**src/rtl/decode_control_sequencer.sv**
```systemverilog
// decode_control_sequencer
//
// Upstream stage of the decode unit's one-word control register. Instruction
// words arrive over a valid/ready handshake. Each accepted opcode is decoded
// into one registered control word (AR, BR, ALU, input, wren) plus the
// instruction's immediate field. The block also sequences the two-cycle store,
// emits bubbles while downstream stalls, parks in HALT after a halt
// instruction, and counts retired instructions.
//
// Ports
//   CLK         in   1      clock, rising edge
//   RST_N       in   1      asynchronous active-low reset
//   INST_IN     in   IW     instruction word: opcode in the top 4 bits, immediate below
//   INST_VALID  in   1      INST_IN carries a valid instruction
//   INST_READY  out  1      sequencer takes INST_IN this cycle (combinational)
//   STALL       in   1      downstream cannot take a control word; emit a bubble
//   AR_OUT      out  1      load AR
//   BR_OUT      out  1      load BR
//   ALU_OUT     out  1      select ALU result
//   input_OUT   out  1      select external input
//   wren_OUT    out  1      memory write enable (second cycle of a store only)
//   IMM_OUT     out  IW-4   immediate of the instruction behind the current word
//   ILLEGAL     out  1      one-cycle pulse when an undefined opcode is accepted
//   HALTED      out  1      high while parked in HALT
//   RETIRED     out  CW     retired-instruction count, wraps silently
module decode_control_sequencer #(
  parameter int IW = 8,
  parameter int CW = 16
) (
  input  logic          CLK,
  input  logic          RST_N,
  input  logic [IW-1:0] INST_IN,
  input  logic          INST_VALID,
  output logic          INST_READY,
  input  logic          STALL,
  output logic          AR_OUT,
  output logic          BR_OUT,
  output logic          ALU_OUT,
  output logic          input_OUT,
  output logic          wren_OUT,
  output logic [IW-5:0] IMM_OUT,
  output logic          ILLEGAL,
  output logic          HALTED,
  output logic [CW-1:0] RETIRED
);

  localparam logic [1:0] S_RUN  = 2'd0;
  localparam logic [1:0] S_ST2  = 2'd1;
  localparam logic [1:0] S_HALT = 2'd2;

  localparam logic [3:0] OP_NOP = 4'h0;
  localparam logic [3:0] OP_LDA = 4'h1;
  localparam logic [3:0] OP_LDB = 4'h2;
  localparam logic [3:0] OP_ADD = 4'h3;
  localparam logic [3:0] OP_IN  = 4'h4;
  localparam logic [3:0] OP_ST  = 4'h5;
  localparam logic [3:0] OP_HLT = 4'hF;

  // Control word bit order: {AR, BR, ALU, input, wren}
  localparam logic [4:0] CW_NONE = 5'b00000;
  localparam logic [4:0] CW_LDA  = 5'b10000;
  localparam logic [4:0] CW_LDB  = 5'b01000;
  localparam logic [4:0] CW_ADD  = 5'b10100;
  localparam logic [4:0] CW_IN   = 5'b10010;
  localparam logic [4:0] CW_ST   = 5'b01000;
  localparam logic [4:0] CW_WREN = 5'b00001;

  logic [1:0]    state_q, state_d;
  logic [4:0]    ctrl_q, ctrl_d;
  logic [IW-5:0] imm_q, imm_d;
  logic          illegal_q, illegal_d;
  logic [CW-1:0] retired_q, retired_d;
  logic          retire;
  logic          accept;
  logic [3:0]    opcode;

  assign opcode = INST_IN[IW-1:IW-4];

  // Ready is gated by RST_N so that nothing looks acceptable while reset is
  // held, even though the state register already sits at RUN.
  assign INST_READY = RST_N & (state_q == S_RUN) & ~STALL;
  assign accept     = INST_VALID & INST_READY;

  // Next-state and next-word decode. Control bits default to a bubble every
  // cycle; the immediate defaults to holding, so it survives bubbles and the
  // whole ST2 phase. Stores retire on their wren cycle, not on acceptance.
  always_comb begin
    state_d   = state_q;
    ctrl_d    = CW_NONE;
    imm_d     = imm_q;
    illegal_d = 1'b0;
    retire    = 1'b0;
    case (state_q)
      S_RUN: begin
        if (accept) begin
          imm_d  = INST_IN[IW-5:0];
          retire = (opcode != OP_ST);
          case (opcode)
            OP_NOP: ctrl_d = CW_NONE;
            OP_LDA: ctrl_d = CW_LDA;
            OP_LDB: ctrl_d = CW_LDB;
            OP_ADD: ctrl_d = CW_ADD;
            OP_IN:  ctrl_d = CW_IN;
            OP_ST: begin
              ctrl_d  = CW_ST;
              state_d = S_ST2;
            end
            OP_HLT: state_d = S_HALT;
            default: illegal_d = 1'b1;
          endcase
        end
      end
      S_ST2: begin
        if (!STALL) begin
          ctrl_d  = CW_WREN;
          retire  = 1'b1;
          state_d = S_RUN;
        end
      end
      S_HALT: state_d = S_HALT;
      default: state_d = S_RUN;
    endcase
    retired_d = retired_q + {{(CW-1){1'b0}}, retire};
  end

  // All architectural state; reset abandons any store in flight and clears
  // the retired count.
  always_ff @(posedge CLK or negedge RST_N) begin
    if (!RST_N) begin
      state_q   <= S_RUN;
      ctrl_q    <= CW_NONE;
      imm_q     <= '0;
      illegal_q <= 1'b0;
      retired_q <= '0;
    end else begin
      state_q   <= state_d;
      ctrl_q    <= ctrl_d;
      imm_q     <= imm_d;
      illegal_q <= illegal_d;
      retired_q <= retired_d;
    end
  end

  assign AR_OUT    = ctrl_q[4];
  assign BR_OUT    = ctrl_q[3];
  assign ALU_OUT   = ctrl_q[2];
  assign input_OUT = ctrl_q[1];
  assign wren_OUT  = ctrl_q[0];
  assign IMM_OUT   = imm_q;
  assign ILLEGAL   = illegal_q;
  assign HALTED    = (state_q == S_HALT);
  assign RETIRED   = retired_q;

endmodule

```
**config.mk**
```make
export PLATFORM = sky130hd
export DESIGN_NAME = decode_control_sequencer
export DESIGN_NICKNAME = d
export VERILOG_FILES = /design/src/rtl/decode_control_sequencer.sv
export SDC_FILE = /design/constraint.sdc
export NUM_CORES = 1
export LEC_CHECK = 0
export BUFFER_PORTS_ARGS = -buffer_cell sky130_fd_sc_hd__clkbuf_2
export CORE_UTILIZATION = 47
export CTS_BUF_LIST = sky130_fd_sc_hd__clkbuf_8
export CTS_CLUSTER_SIZE = 10
export DETAILED_ROUTE_END_ITERATION = 8
export HOLD_SLACK_MARGIN = 0.06
export PLACE_DENSITY = 0.78
export SLEW_MARGIN = 20
export SYNTH_ARGS = -nofsm -noshare
export SYNTH_HDL_FRONTEND = slang
export SYNTH_SLANG_ARGS = --single-unit
export TNS_END_PERCENT = 10
```
**constraint.sdc**
```tcl
create_clock -name CLK -period 2.03 [get_ports CLK]
set_input_delay 0.406 -clock CLK [delete_from_list [all_inputs] [get_ports CLK]]
set_output_delay 0.406 -clock CLK [all_outputs]
set_load 0.01 [all_outputs]
```
==> results.ini <==
[critical_path]
cp_cell_sequence=nor4b_4 -> nand2_4 -> o21bai_2 -> ha_1 -> nand3_1 -> nor4_2 -> xor2_1
crit_slowest_cell=dfrtp_1
r2r_start=state_q[1]
worst-path-max-fanout=3
critical_path.top_delay_family=simple AND/OR/NAND/NOR gates
r2r_cells=7
start_kind=register
slowest_delay_ns=0.42
cp-end-kind=register
r2r_slack_ns=0.15
crit_arrival_ns=2.07
required_ns=2.22
reg2reg_to=RETIRED[13]
worstSetupPathType=register to register
path_buf_inv=0

[routing]
drc=0
routed_via_density=5.28
firstDrtPassIters=4
wire_per_inst_um=13.8
antenna_left=0
via_count=946
drt_iter0_markers=6
totalWireLength_um=2480

[worst_hold_path]
hold_class=input pin to asynchronous set/reset pin

[place]
gp_congestion=0.762
dp_cells=176
portBuffers=39
hpwl_um=1920
placed_area_mm2=0.00157

[sta]
timing.final.crit_share_pct=92.6
min_period_ns=1.88
final-max-slew-violation-count=0
tns_ns=0
finalSetupViolCount=0
finalClockSkew_ns=0.00175
clock.fmax_mhz=532
finalHoldViolCount=0
slew_headroom_pct=68.2
worstMarginPinSlew_ns=0.471

[yosys]
yosysWarningCount=0
ys_top_cells_by_count=dfrtp_1 (28), xor2_1 (9), nor3_1 (7)
ys_seq_area_share_pct=56.5
yosysTopAreaCellShare_pct=56.5
yosysUniqueCellTypes=27
ys_seq_elements=28
synth_edf_count=0
synth.area.top_cells=dfrtp_1 (57%), xor2_1 (6.4%), mux2_4 (4.8%)
ys.flop_type=dfrtp_1
avgSynthCellArea_um2=12.8
syn_inst=97
synthesis.area_mm2=0.00124
async_flop_share_pct=100
synth_fp_nets=112
yosysMostFrequentCell=dfrtp_1
synth_area_leader_cell=dfrtp_1

[cells_and_area]
drive_gt1_share_pct=47.7
syn_to_final_growth_pct=32.6
final_util_pct=66.4
nets=166
layout.cells.non_filler=179
antenna_cells=0
final_area_mm2=0.00164

[power_and_ir_drop]
p_leak_nw=0.881
ir_worst_vdd_uv=600
p_per_area_mw_per_mm2=758
power_mw=1.25

[clocking]
cts_root_buf=clkbuf_8
cts_setup_buffers=0
cts_buffer_depth=2
path_clk_slew_ns=0.09
cts_buffers=3
clk_latency_ns=0.27
cts_tree=yes
htree_levels=1
cts_sinks=28
hold_buffers=0

[floorplan]
rows=18
pin_count=40
coreArea_mm2=0.00248
initial_utilization_pct=50.1
die_width_um=53.4
dieArea_mm2=0.00285
die_y_um=53.4

[global_route]
grt_overflow_total=0
track_usage_pct=19.7
grt_pass1_vias=925
grt_max_degree=29
grt_pass1_wl_um=3990
grt_antenna_before_repair=0

[outcome]
status=finished clean

[run]
cap_violations=0

==> cells by family after synthesis <==
group,share of synthesized area [%]
AND/OR/NAND/NOR,21.1
flip-flops,56.5
XOR/XNOR,9.89
multiplexers,6.66
AO/OA/AOI/OAI,2.22
adder cells (fa/ha/maj),3.03
buffers and inverters,0.606
==> worst register-to-register path, cell delays in order (launching register included) <==
cell	delay, ns
dfrtp_1	0.42
nor4b_4	0.33
nand2_4	0.07
o21bai_2	0.13
ha_1	0.18
nand3_1	0.16
nor4_2	0.33
xor2_1	0.18
==> worst max-delay path by stage <==
stage,startpoint,end,slack (ns),cells past startpoint
global placement,STALL,RETIRED[13],0.006,8
global route,state_q[1],RETIRED[13],-0.01,7
CTS,state_q[1],RETIRED[13],0.03,7
floorplan,state_q[1],RETIRED[8],-0.09,8
finish,state_q[1],RETIRED[13],0.15,7
detailed placement,STALL,RETIRED[13],-0.05,8
==> layout by cell type, fill, tap and decap left out, drive strengths merged <==
cell / instances
nand2b: 2
and4: 1
ha: 3
nand4: 3
dfrtp: 28
nand2: 6
nand3: 6
nor4b: 2
nor4bb: 1
nor4: 6
a31oi: 1
a32oi: 1
mux2: 6
buf: 10
nor2b: 1
o21bai: 1
a21oi: 1
nor3: 7
xnor2: 5
inv: 2
nor2: 4
nor3b: 1
xor2: 9
clkbuf: 42
==> per-stage QoR <==
stage | hold WS (ns) | setup slack, ns
finish | 0.186 | 0.150
global route | 0.196 | -0.0103
CTS | 0.190 | 0.0256
detailed placement | 0.479 | -0.0534
global placement | 0.456 | 0.00577
floorplan | 0.110 | -0.0862
==> power breakdown <==
part	total (mW)	internal, mW	switching (mW)
clock	0.294	0.133	0.161
combinational	0.251	0.130	0.121
sequential	0.700	0.623	0.0777
==> cell type report <==
type	count	area, µm²
inverters	2	7.51
clock buffers	3	41.3
repair buffers	49	270
flip-flops and latches	28	702
well taps	30	37.5
multi-input cells	67	586
fillers	218	833
==> routing by layer <==
metal / vias to the layer above / GRT usage [%] / routed length, µm
li1: 454 / - / -
met1: 458 / 24.5 / 1080
met2: 32 / 34.2 / 1250
met3: 2 / 4.02 / 140
met4: 0 / 5.26 / 12
met5: - / 0 / 0
==> registers in the layout, indices dropped and copies added (netlist names) <==
register / count
IMM_OUT: 4
RETIRED: 16
state_q: 2
ILLEGAL: 1
ctrl_q: 5
==> timing repair <==
action | CTS | global route
endpoints found under the hold margin | 0 | 0
endpoints found under the setup margin | 0 | 8
gates resized for setup | 0 | 7
Note: power is estimated with default switching activity, not from simulation.
